==> src/rtl/axi_w_order_scheduler.sv <==
// Shares one AXI AW/W master port among NumReq write requesters: round-robin AW
// arbitration, with W beats forwarded in AW-grant order from a circular order queue.
module axi_w_order_scheduler #(
    parameter int unsigned NumReq   = 2,
    parameter int unsigned MaxWTxns = 4,
    localparam int unsigned IdxW    = (NumReq > 1) ? $clog2(NumReq) : 1,
    localparam int unsigned OccW    = $clog2(MaxWTxns + 1)
) (
    input  logic                    clk_i,
    input  logic                    rst_i,
    input  logic [NumReq-1:0]       slv_aw_valid_i,
    output logic [NumReq-1:0]       slv_aw_ready_o,
    input  logic [NumReq-1:0][7:0]  slv_aw_len_i,
    output logic                    mst_aw_valid_o,
    input  logic                    mst_aw_ready_i,
    output logic [IdxW-1:0]         aw_sel_o,
    input  logic [NumReq-1:0]       slv_w_valid_i,
    output logic [NumReq-1:0]       slv_w_ready_o,
    output logic                    mst_w_valid_o,
    input  logic                    mst_w_ready_i,
    output logic                    mst_w_last_o,
    output logic [IdxW-1:0]         w_sel_o,
    output logic [OccW-1:0]         w_pending_o
);
    localparam int unsigned PtrW = (MaxWTxns > 1) ? $clog2(MaxWTxns) : 1;

    logic [IdxW-1:0] rr_q, rr_d, lock_sel_q, lock_sel_d, rr_pick;
    logic            lock_q, lock_d, found;
    int unsigned     cand;
    logic [PtrW-1:0] wptr_q, wptr_d, rptr_q, rptr_d;
    logic [OccW-1:0] occ_q, occ_d;
    logic [7:0]      cnt_q, cnt_d;
    logic [IdxW-1:0] qidx_q [MaxWTxns];
    logic [7:0]      qlen_q [MaxWTxns];
    logic            full, empty, aw_hs, w_hs, pop;
    logic [IdxW-1:0] head_idx;
    logic [7:0]      head_len;

    // First valid requester at or above rr_q, wrapping.
    always_comb begin
        rr_pick = rr_q;
        found   = 1'b0;
        cand    = 0;
        for (int i = 0; i < NumReq; i++) begin
            cand = (int'(rr_q) + i) % NumReq;
            if (!found && slv_aw_valid_i[cand]) begin
                found   = 1'b1;
                rr_pick = IdxW'(cand);
            end
        end
    end

    assign full     = (occ_q == OccW'(MaxWTxns));
    assign empty    = (occ_q == '0);
    assign head_idx = qidx_q[rptr_q];
    assign head_len = qlen_q[rptr_q];

    always_comb begin
        aw_sel_o       = lock_q ? lock_sel_q : rr_pick;
        mst_aw_valid_o = (|slv_aw_valid_i) && !full;
        slv_aw_ready_o = '0;
        if (mst_aw_valid_o) slv_aw_ready_o[aw_sel_o] = mst_aw_ready_i;
        aw_hs          = mst_aw_valid_o && mst_aw_ready_i;

        w_sel_o       = '0;
        mst_w_valid_o = 1'b0;
        mst_w_last_o  = 1'b0;
        slv_w_ready_o = '0;
        if (!empty) begin
            w_sel_o                 = head_idx;
            mst_w_valid_o           = slv_w_valid_i[head_idx];
            mst_w_last_o            = (cnt_q == head_len);
            slv_w_ready_o[head_idx] = mst_w_ready_i;
        end
        w_hs = mst_w_valid_o && mst_w_ready_i;
        pop  = w_hs && mst_w_last_o;
    end

    always_comb begin
        // A pending AW that the master has not yet taken pins the selection.
        lock_d     = mst_aw_valid_o && !mst_aw_ready_i;
        lock_sel_d = lock_d ? aw_sel_o : lock_sel_q;
        rr_d       = rr_q;
        wptr_d     = wptr_q;
        rptr_d     = rptr_q;
        occ_d      = occ_q;
        cnt_d      = cnt_q;
        if (aw_hs) begin
            rr_d   = (aw_sel_o == IdxW'(NumReq - 1)) ? '0 : aw_sel_o + 1'b1;
            wptr_d = (wptr_q == PtrW'(MaxWTxns - 1)) ? '0 : wptr_q + 1'b1;
        end
        if (pop) begin
            rptr_d = (rptr_q == PtrW'(MaxWTxns - 1)) ? '0 : rptr_q + 1'b1;
            cnt_d  = '0;
        end else if (w_hs) begin
            cnt_d = cnt_q + 8'd1;
        end
        if (aw_hs && !pop)      occ_d = occ_q + 1'b1;
        else if (pop && !aw_hs) occ_d = occ_q - 1'b1;
    end

    always_ff @(posedge clk_i) begin
        if (rst_i) begin
            rr_q       <= '0;
            lock_q     <= 1'b0;
            lock_sel_q <= '0;
            wptr_q     <= '0;
            rptr_q     <= '0;
            occ_q      <= '0;
            cnt_q      <= '0;
        end else begin
            rr_q       <= rr_d;
            lock_q     <= lock_d;
            lock_sel_q <= lock_sel_d;
            wptr_q     <= wptr_d;
            rptr_q     <= rptr_d;
            occ_q      <= occ_d;
            cnt_q      <= cnt_d;
        end
    end

    // Queue payload needs no reset: occupancy gates every read.
    always_ff @(posedge clk_i) begin
        if (aw_hs) begin
            qidx_q[wptr_q] <= aw_sel_o;
            qlen_q[wptr_q] <= slv_aw_len_i[aw_sel_o];
        end
    end

    assign w_pending_o = occ_q;
endmodule

==> config.mk <==
export PLATFORM = sky130hd
export DESIGN_NAME = axi_w_order_scheduler
export DESIGN_NICKNAME = d
export VERILOG_FILES = /design/src/rtl/axi_w_order_scheduler.sv
export SDC_FILE = /design/constraint.sdc
export NUM_CORES = 1
export LEC_CHECK = 0
export CAP_MARGIN = 20
export CORE_ASPECT_RATIO = 1.25
export CORE_MARGIN = 2
export CORE_UTILIZATION = 49
export DETAILED_ROUTE_END_ITERATION = 6
export PLACE_DENSITY = 0.86
export SYNTH_ARGS = -nofsm -noshare
export SYNTH_HDL_FRONTEND = slang
export SYNTH_SLANG_ARGS = --single-unit
==> constraint.sdc <==
create_clock -name clk_i -period 3.2 [get_ports clk_i]
set_clock_uncertainty 0.1 [all_clocks]
set_input_delay 0.48 -clock clk_i [delete_from_list [all_inputs] [get_ports clk_i]]
set_output_delay 0.48 -clock clk_i [all_outputs]
set_load 0.05 [all_outputs]
-- Word-level counts from Yosys, hierarchy flattened
Memories as Yosys holds them, arrays and structs flattened. A register that Yosys moved wholly into a read port is not among the register bits.
Cells that the tools add are included.
- register bits: 18
- RAM bits: 36
- output and inout bits: 12
- word-level logic and storage cells: 78
- memories kept: 2
- $add $sub $neg: 7
- order comparisons: 6
- equality and inequality tests: 4
- muxes and demuxes: 31
- bitwise operators: 2
- reductions and logical operators: 19
- memory list (name ; depth ; width ; rd ports ; clocked after Yosys merged registers in ; write ports ; line ; RTL):
    qlen_q ; 4 ; 8 ; 1 ; 1 ; 1 ; 34 ; logic [7:0] qlen_q [MaxWTxns];
    qidx_q ; 4 ; 1 ; 1 ; 1 ; 1 ; 33 ; logic [IdxW-1:0] qidx_q [MaxWTxns];
- operator list (kind ; number):
    2-to-1 mux 1 bit ; 17
    2-to-1 mux 2 bit ; 8
    2-to-1 mux 8 bit ; 2
    logical AND 1 bit ; 10
    adder 8 x 1 -> 8 bit, second input constant ; 1
    equality test 8 bit ; 1
    < comparator 1 x 2 -> 1 bit, second input constant ; 4
    2-to-1 mux 3 bit ; 2
    logical NOT 1 bit ; 5
    adder 2 x 1 -> 2 bit, second input constant ; 2
    bitwise AND 2 bit ; 2
    equality test 2 bit, second input constant ; 2
    OR reduction 2 bit ; 2
    adder 3 x 1 -> 3 bit, second input constant ; 1
    equality test 3 bit, second input constant ; 1
    logical NOT 3 bit ; 1
    subtractor 3 x 1 -> 3 bit, second input constant ; 1
    adder 1 bit, second input constant ; 2
    demux 1 bit (select 1 bit) ; 2
    >= comparator 1 bit, second input constant ; 2
    nonzero test 2 bit ; 1

-- Logic depth before layout (Yosys ltp)
Gate-level depths: netlist of run 1.
- depth after elaboration: 13
- gate-level depth with buffers: 14

-- Worst setup path before layout of run 1
Ideal clock, no wire load.
- path type: register to register
- from: register occ_q[0], in the netlist w_pending_o[0]
- to: register occ_q[2], in the netlist w_pending_o[2]
- library setup time: 0.071 ns
- data arrival time: 3.372 ns
- data required time: 3.029 ns
- setup slack: -0.342 ns
- cell stages (with the launch flop): 11
- path buffers: 0
- cell sequence: dfxtp_1 > nor2_1 > a21oi_1 > nand2_1 > inv_1 > ha_1 > inv_1 > fa_1 > xor2_1 > or3_1 > a21oi_1
- word-level cells in the longest chain between the ends: 7
- elaborated cells on any way between the ends: 18
- RTL lines (what ; line ; RTL):
    start, declared ; 31 ; logic [OccW-1:0] occ_q, occ_d;
    start signal, assigned ; 109 ; occ_q <= '0;
    start signal, assigned ; 117 ; occ_q <= occ_d;
    equality test 3 bit * ; 53 ; assign full = (occ_q == OccW'(MaxWTxns));
    logical NOT 1 bit * ; 60 ; mst_aw_valid_o = (|slv_aw_valid_i) && !full;
    logical AND 1 bit * ; 60 ;
    via mst_aw_valid_o ; 14 ; output logic mst_aw_valid_o,
    logical AND 1 bit * ; 63 ; aw_hs = mst_aw_valid_o && mst_aw_ready_i;
    via aw_hs ; 35 ; logic full, empty, aw_hs, w_hs, pop;
    logical NOT 1 bit ; 99 ; else if (pop && !aw_hs) occ_d = occ_q - 1'b1;
    logical AND 1 bit ; 99 ;
    nonzero test 2 bit (no line) ; - ;
The timed path passes the listed nets; every way through them passes the cells marked *. The select of a mux whose other input is x is not followed.
A chain may end at the register's enable or synchronous reset.

==> impl_metrics.yaml, run 1 <==
sta:
  min_period_over_period: 0.946
  slew_headroom: 0.490
  worst_slack_ns: 0.174
  slew_viol_final: 0
  finalSetupViolCount: 0
  fmax_mhz: 331
  fin_tns_setup_ns: 0
  period_minus_slack_ns: 3.03
  rsz0062_at_grt: "no"
  worst_slew_pin_slew_ns: 0.763
  hold_viol: 0
  hold_slack_ns: 0.408
floorplanning:
  start_util: 0.500
  coreArea_um2: 5370
  dieWidth_um: 70.2
  num_rows: 30
  num_io_pins: 36
  dieArea_um2: 6090
  die_h_um: 86.8
cts:
  cts-hold-fix-buffers: 0
  cts_root_buffer: "clkbuf_8"
  cts_buffers: 5
  cts_setup_buffers: 0
  ctsResizeCount: 0
  cts_tree: "yes"
  cts_max_level: 2
  insertion_delay_ns: 0.30
  clock-sinks: 56
  clk_pin_slew_ns: 0.09
  cts_buffer_depth: 2
yosys:
  synth_top_family_by_area: "simple AND/OR/NAND/NOR gates"
  postSynth.asyncResetShare: 0
  synth_xor_area_frac: 0.0484
  syn_inst: 227
  synth_compound_area_frac: 0.0377
  ys_ff_latch: 56
  syn-num-nets: 259
  synthSimpleGateAreaFrac: 0.167
  syn_area_um2: 2690
  ys_seq_area_frac: 0.551
  dominantRegCellSynth: "edfxtp_1"
  ys_warn_count: 0
  muxShareOfSynthArea: 0.124
  ys_types: 41
  synth_edf_count: 36
  synthAdderAreaFrac: 0.0438
  avgSynthCellArea_um2: 11.8
critical_path:
  cp_num_buf_inv: 3
  end_kind: "register"
  worstPathCellList: "buf_12 > mux2i_1 > mux2_2 > o221ai_1 > o21ai_2 > nor4b_4 > inv_1 > ha_1 > inv_1 > fa_1 > xor2_1 > or3_1 > a21oi_1"
  criticalPathCategory: "register to register"
  arrival_ns: 3.15
  cp_slowest_cell: "mux2_2"
  critical-path-max-stage-delay_ns: 0.37
  path_delay_family: "multiplexers"
  path_max_fanout: 19
  cp.required_ns: 3.33
  crit_top_cell: "inv_1"
  cp-start-kind: "register"
layout:
  area_delta_synth_final_pct: 21.2
  drive_above_1_share: 0.126
  mostFrequentLayoutCells: "36 x edfxtp_1, 32 x nand2_1, 30 x clkdlybuf4s50_1, 20 x dfxtp_1, 17 x mux2i_1"
  nNetsFinal: 300
  seq_area_um2: 1480
  layout_commonest_cell: "edfxtp_1"
  n_fill_cell: 435
  fin_util: 0.607
  diodes: 0
  multi_input_area_um2: 1150
global_route:
  antenna_found_initial: 0
  grt_pass1_vias: 1728
  grt_max_degree: 23
  grt_pass1_wl_um: 8360
  grt-ovfl-total: 0
  groute.usage.overall: 0.179
pwr:
  power_mw: 1.59
  p_leak_nw: 1.18
  peakVddDrop_v: 0.000254
  powerDensity_nw_per_um2: 488
routing:
  drt_iter0_drc: 139
  viasPerCell: 5.42
  vias: 1806
  drc: 0
  ant_nets: 0
  drtPass1Iterations: 4
  wirelength_um: 5220
  wl_per_cell_um: 15.7
placement:
  gp_congestion: 0.825
  portBuffers: 35
  pre_cts_slack_ns: 0.128
  place_hpwl_um: 3810
worst_hold_path:
  hold_class: "register to register"
  min_from: "rr_q"
outcome:
  outcome: "complete, no violations"
run:
  drv_cap: 0
worst reg2reg max path: cells and delay by family, from the launching register on:
family	cells	cell delay, ns
AOI/OAI and AO/OA	3	0.47
xor gates and xnor gates	1	0.08
adders and majority gates	2	0.38
buffers and inverters	3	0.33
DFF	1	0.36
muxes	2	0.62
and+or+nand+nor	2	0.60
sequential cells by signal (all words and copies together), names as in the netlist, named ones only:
register	count
rr_q	1
qidx_q	4
lock_sel_q	1
lock_q	1
w_pending_o	3
rptr_q	2
qlen_q	32
cnt_q	8
wptr_q	2
routing by layer:
layer  vias to the layer above  track usage  share of wire
met3                         9       0.0419          0.027
met2                        30        0.310           0.53
li1                        897            -              -
met4                         0       0.0682          0.019
met5                         -            0              0
met1                       870        0.218           0.42
synthesized netlist by cell type, drive strengths merged, types with 5 or more instances:
cell type / number / area share
a21oi: 5 / 0.0093
and3: 8 / 0.019
dfxtp: 20 / 0.15
edfxtp: 36 / 0.40
ha: 7 / 0.033
inv: 7 / 0.0098
mux2: 7 / 0.031
mux2i: 18 / 0.067
nand2: 32 / 0.045
nand4: 5 / 0.012
nor2: 14 / 0.020
nor2b: 5 / 0.012
nor3: 10 / 0.019
xnor2: 5 / 0.019
xor2: 9 / 0.029
worst paths after layout:
check	to	slack, ns	depth (start not counted)
max	w_pending_o[2]	0.17	13
min reg2reg	rr_q	0.41	2
min	rr_q	0.41	2
max reg2reg	w_pending_o[2]	0.17	13
final cells by class:
class | instances | share of cell area
clock buffers | 7 | 0.0265
clock inverters | 1 | 0.00115
inverters | 8 | 0.00922
multi-input cells | 156 | 0.354
flip-flops and latches | 56 | 0.455
well taps | 64 | 0.0246
repair buffers | 41 | 0.129
cell families after synthesis:
family,count (synthesis)
mux,28
buf+inv,15
flops,56
compound gates,16
xor+xnor,14
simple gates,89
fa+ha+maj,9
stage by stage:
step	instances	area [um^2]
after floorplan	227	2700
after global placement	325	3150
after detailed placement	325	3150
after CTS	333	3240
after global routing	333	3260
final	333	3260
where the power goes:
| part | internal [mW] | switching (mW) |
|---|---|---|
| clock | 0.174 | 0.217 |
| sequential | 0.820 | 0.0267 |
| combinational | 0.137 | 0.212 |
Power figures use the tool's default switching activity.
==> inputs of run 2 (changes only) <==
--- a/config.mk
+++ b/config.mk
@@ -7,10 +7,9 @@
 export LEC_CHECK = 0
 export CAP_MARGIN = 20
 export CORE_ASPECT_RATIO = 1.25
-export CORE_MARGIN = 2
-export CORE_UTILIZATION = 49
+export CORE_UTILIZATION = 40
 export DETAILED_ROUTE_END_ITERATION = 6
-export PLACE_DENSITY = 0.86
+export PLACE_DENSITY = 0.75
 export SYNTH_ARGS = -nofsm -noshare
 export SYNTH_HDL_FRONTEND = slang
 export SYNTH_SLANG_ARGS = --single-unit
==> run 2 against run 1 <==
Net effect: the flow now finishes with violations (DRC); maximum frequency is 0.11% higher; final cell count is 7.8% higher; final area is 1.6% higher; power is 4.2% higher; core utilization is 10 points lower; clock power is 16% higher; combinational power is 1% higher; non-clock buffer count is 3 higher; die area is 16% higher; global-route usage is 1.3 points lower; via count is 0.83% lower; flip-flop and latch count stayed put; critical endpoint unchanged; largest cell class unchanged.
==> impl_metrics.yaml, run 2 (synthesis gave the netlist of run 1 again) <==
sta:
  fmax_mhz: 331
  worst_slew_pin_slew_ns: 0.780
  period_minus_slack_ns: 3.02
  min_period_over_period: 0.944
  fin_tns_setup_ns: 0
  hold_slack_ns: 0.409
  slew_viol_final: 0
  finalSetupViolCount: 0
  slew_headroom: 0.479
  hold_viol: 0
  rsz0062_at_grt: "no"
routing:
  vias: 1791
  wl_per_cell_um: 14.5
  wirelength_um: 5200
  drc: 2
  drt_iter0_drc: 82
  drtPass1Iterations: 7
  viasPerCell: 4.99
  ant_nets: 0
layout:
  fin_util: 0.507
  area_delta_synth_final_pct: 23.1
  finalInstanceArea_um2: 3310
  largest_reg_flops: 32
  layout_commonest_cell: "edfxtp_1"
  nNetsFinal: 303
  top_register: "qlen_q"
  top_regs: "qlen_q: 32 flops, cnt_q: 8 flops, qidx_q: 4 flops"
  drive_above_1_share: 0.140
  diodes: 0
  mostFrequentLayoutCells: "36 x edfxtp_1, 32 x nand2_1, 30 x clkdlybuf4s50_1, 18 x mux2i_1, 18 x dfxtp_1"
global_route:
  grt_max_degree: 23
  groute.usage.overall: 0.167
  antenna_found_initial: 0
  grt_pass1_wl_um: 8750
  grt-ovfl-total: 0
  grt_pass1_vias: 1875
critical_path:
  path_delay_family: "multiplexers"
  crit_top_cell: "inv_1"
  cp_slowest_cell: "mux4_2"
  critical-path-max-stage-delay_ns: 0.58
  cp.required_ns: 3.32
  arrival_ns: 3.14
  path_max_fanout: 5
  end_kind: "register"
  worstPathCellList: "mux4_2 > mux2i_1 > or2_1 > nor2_1 > nor4b_4 > inv_1 > ha_1 > inv_1 > fa_1 > xor2_1 > or3_1 > a21oi_1"
  cp_num_buf_inv: 2
  criticalPathCategory: "register to register"
  cp-start-kind: "register"
cts:
  cts_buffers: 5
  clk_pin_slew_ns: 0.10
  cts_max_level: 2
  cts_buffer_depth: 2
  clock-sinks: 56
  cts_tree: "yes"
  ctsResizeCount: 0
  insertion_delay_ns: 0.30
  cts_root_buffer: "clkbuf_8"
  cts_setup_buffers: 0
  cts-hold-fix-buffers: 0
pwr:
  power_mw: 1.65
  peakVddDrop_v: 0.000299
  p_leak_nw: 1.20
  powerDensity_nw_per_um2: 500
outcome:
  violations: "DRC"
  outcome: "complete, but fails checks"
placement:
  portBuffers: 35
  gp_congestion: 0.765
  place_area_um2: 3190
  place_hpwl_um: 3860
floorplanning:
  num_rows: 33
  start_util: 0.412
  dieArea_um2: 7050
  coreArea_um2: 6520
  dieWidth_um: 75.3
  num_io_pins: 36
  die_h_um: 93.6
worst_hold_path:
  hold_class: "register to register"
run:
  drv_cap: 0
## run 2: worst register-to-register path, delay by kind of cell, from the launching register on
family                     cells  cell delay, ns
and+or+nand+nor                4            0.65
DFF                            1            0.40
xor gates and xnor gates       1            0.16
muxes                          2            0.82
AOI/OAI and AO/OA              1            0.15
buffers and inverters          2            0.12
adders and majority gates      2            0.54
## run 2: layout make-up
type	count	area, um^2
fillers	604	3220
flip-flops and latches	56	1480
clock buffers	6	72.6
well taps	87	109
clock inverters	2	35.0
repair buffers	44	430
inverters	8	30.0
multi-input cells	156	1150
## run 2: metal layers
metal	vias to the layer above	part of all wire	GRT usage
met4	0	0.016	0.0540
met3	8	0.024	0.0280
met1	853	0.44	0.210
li1	901	-	-
met5	-	0	0
met2	29	0.52	0.286
## run 2: final timing paths
check | slack (ns) | cells after the start | from | endpoint
setup / recovery | 0.18 | 12 | register | w_pending_o[2]
hold / removal | 0.41 | 2 | wptr_q[1] | wptr_q[1]
setup reg to reg | 0.18 | 12 | register | w_pending_o[2]
hold reg to reg | 0.41 | 2 | wptr_q[1] | wptr_q[1]
## run 2: power by group
| part | switching [mW] | internal [mW] |
|---|---|---|
| clock | 0.221 | 0.232 |
| combinational | 0.214 | 0.139 |
| sequential | 0.0274 | 0.821 |
| total | 0.462 | 1.19 |
## run 2: per-stage QoR
step,std cells,setup WS (ns)
global route,359,0.0238
floorplan,227,0.0690
detailed placement,351,0.129
global placement,351,0.187
finish,359,0.178
CTS,359,0.0563
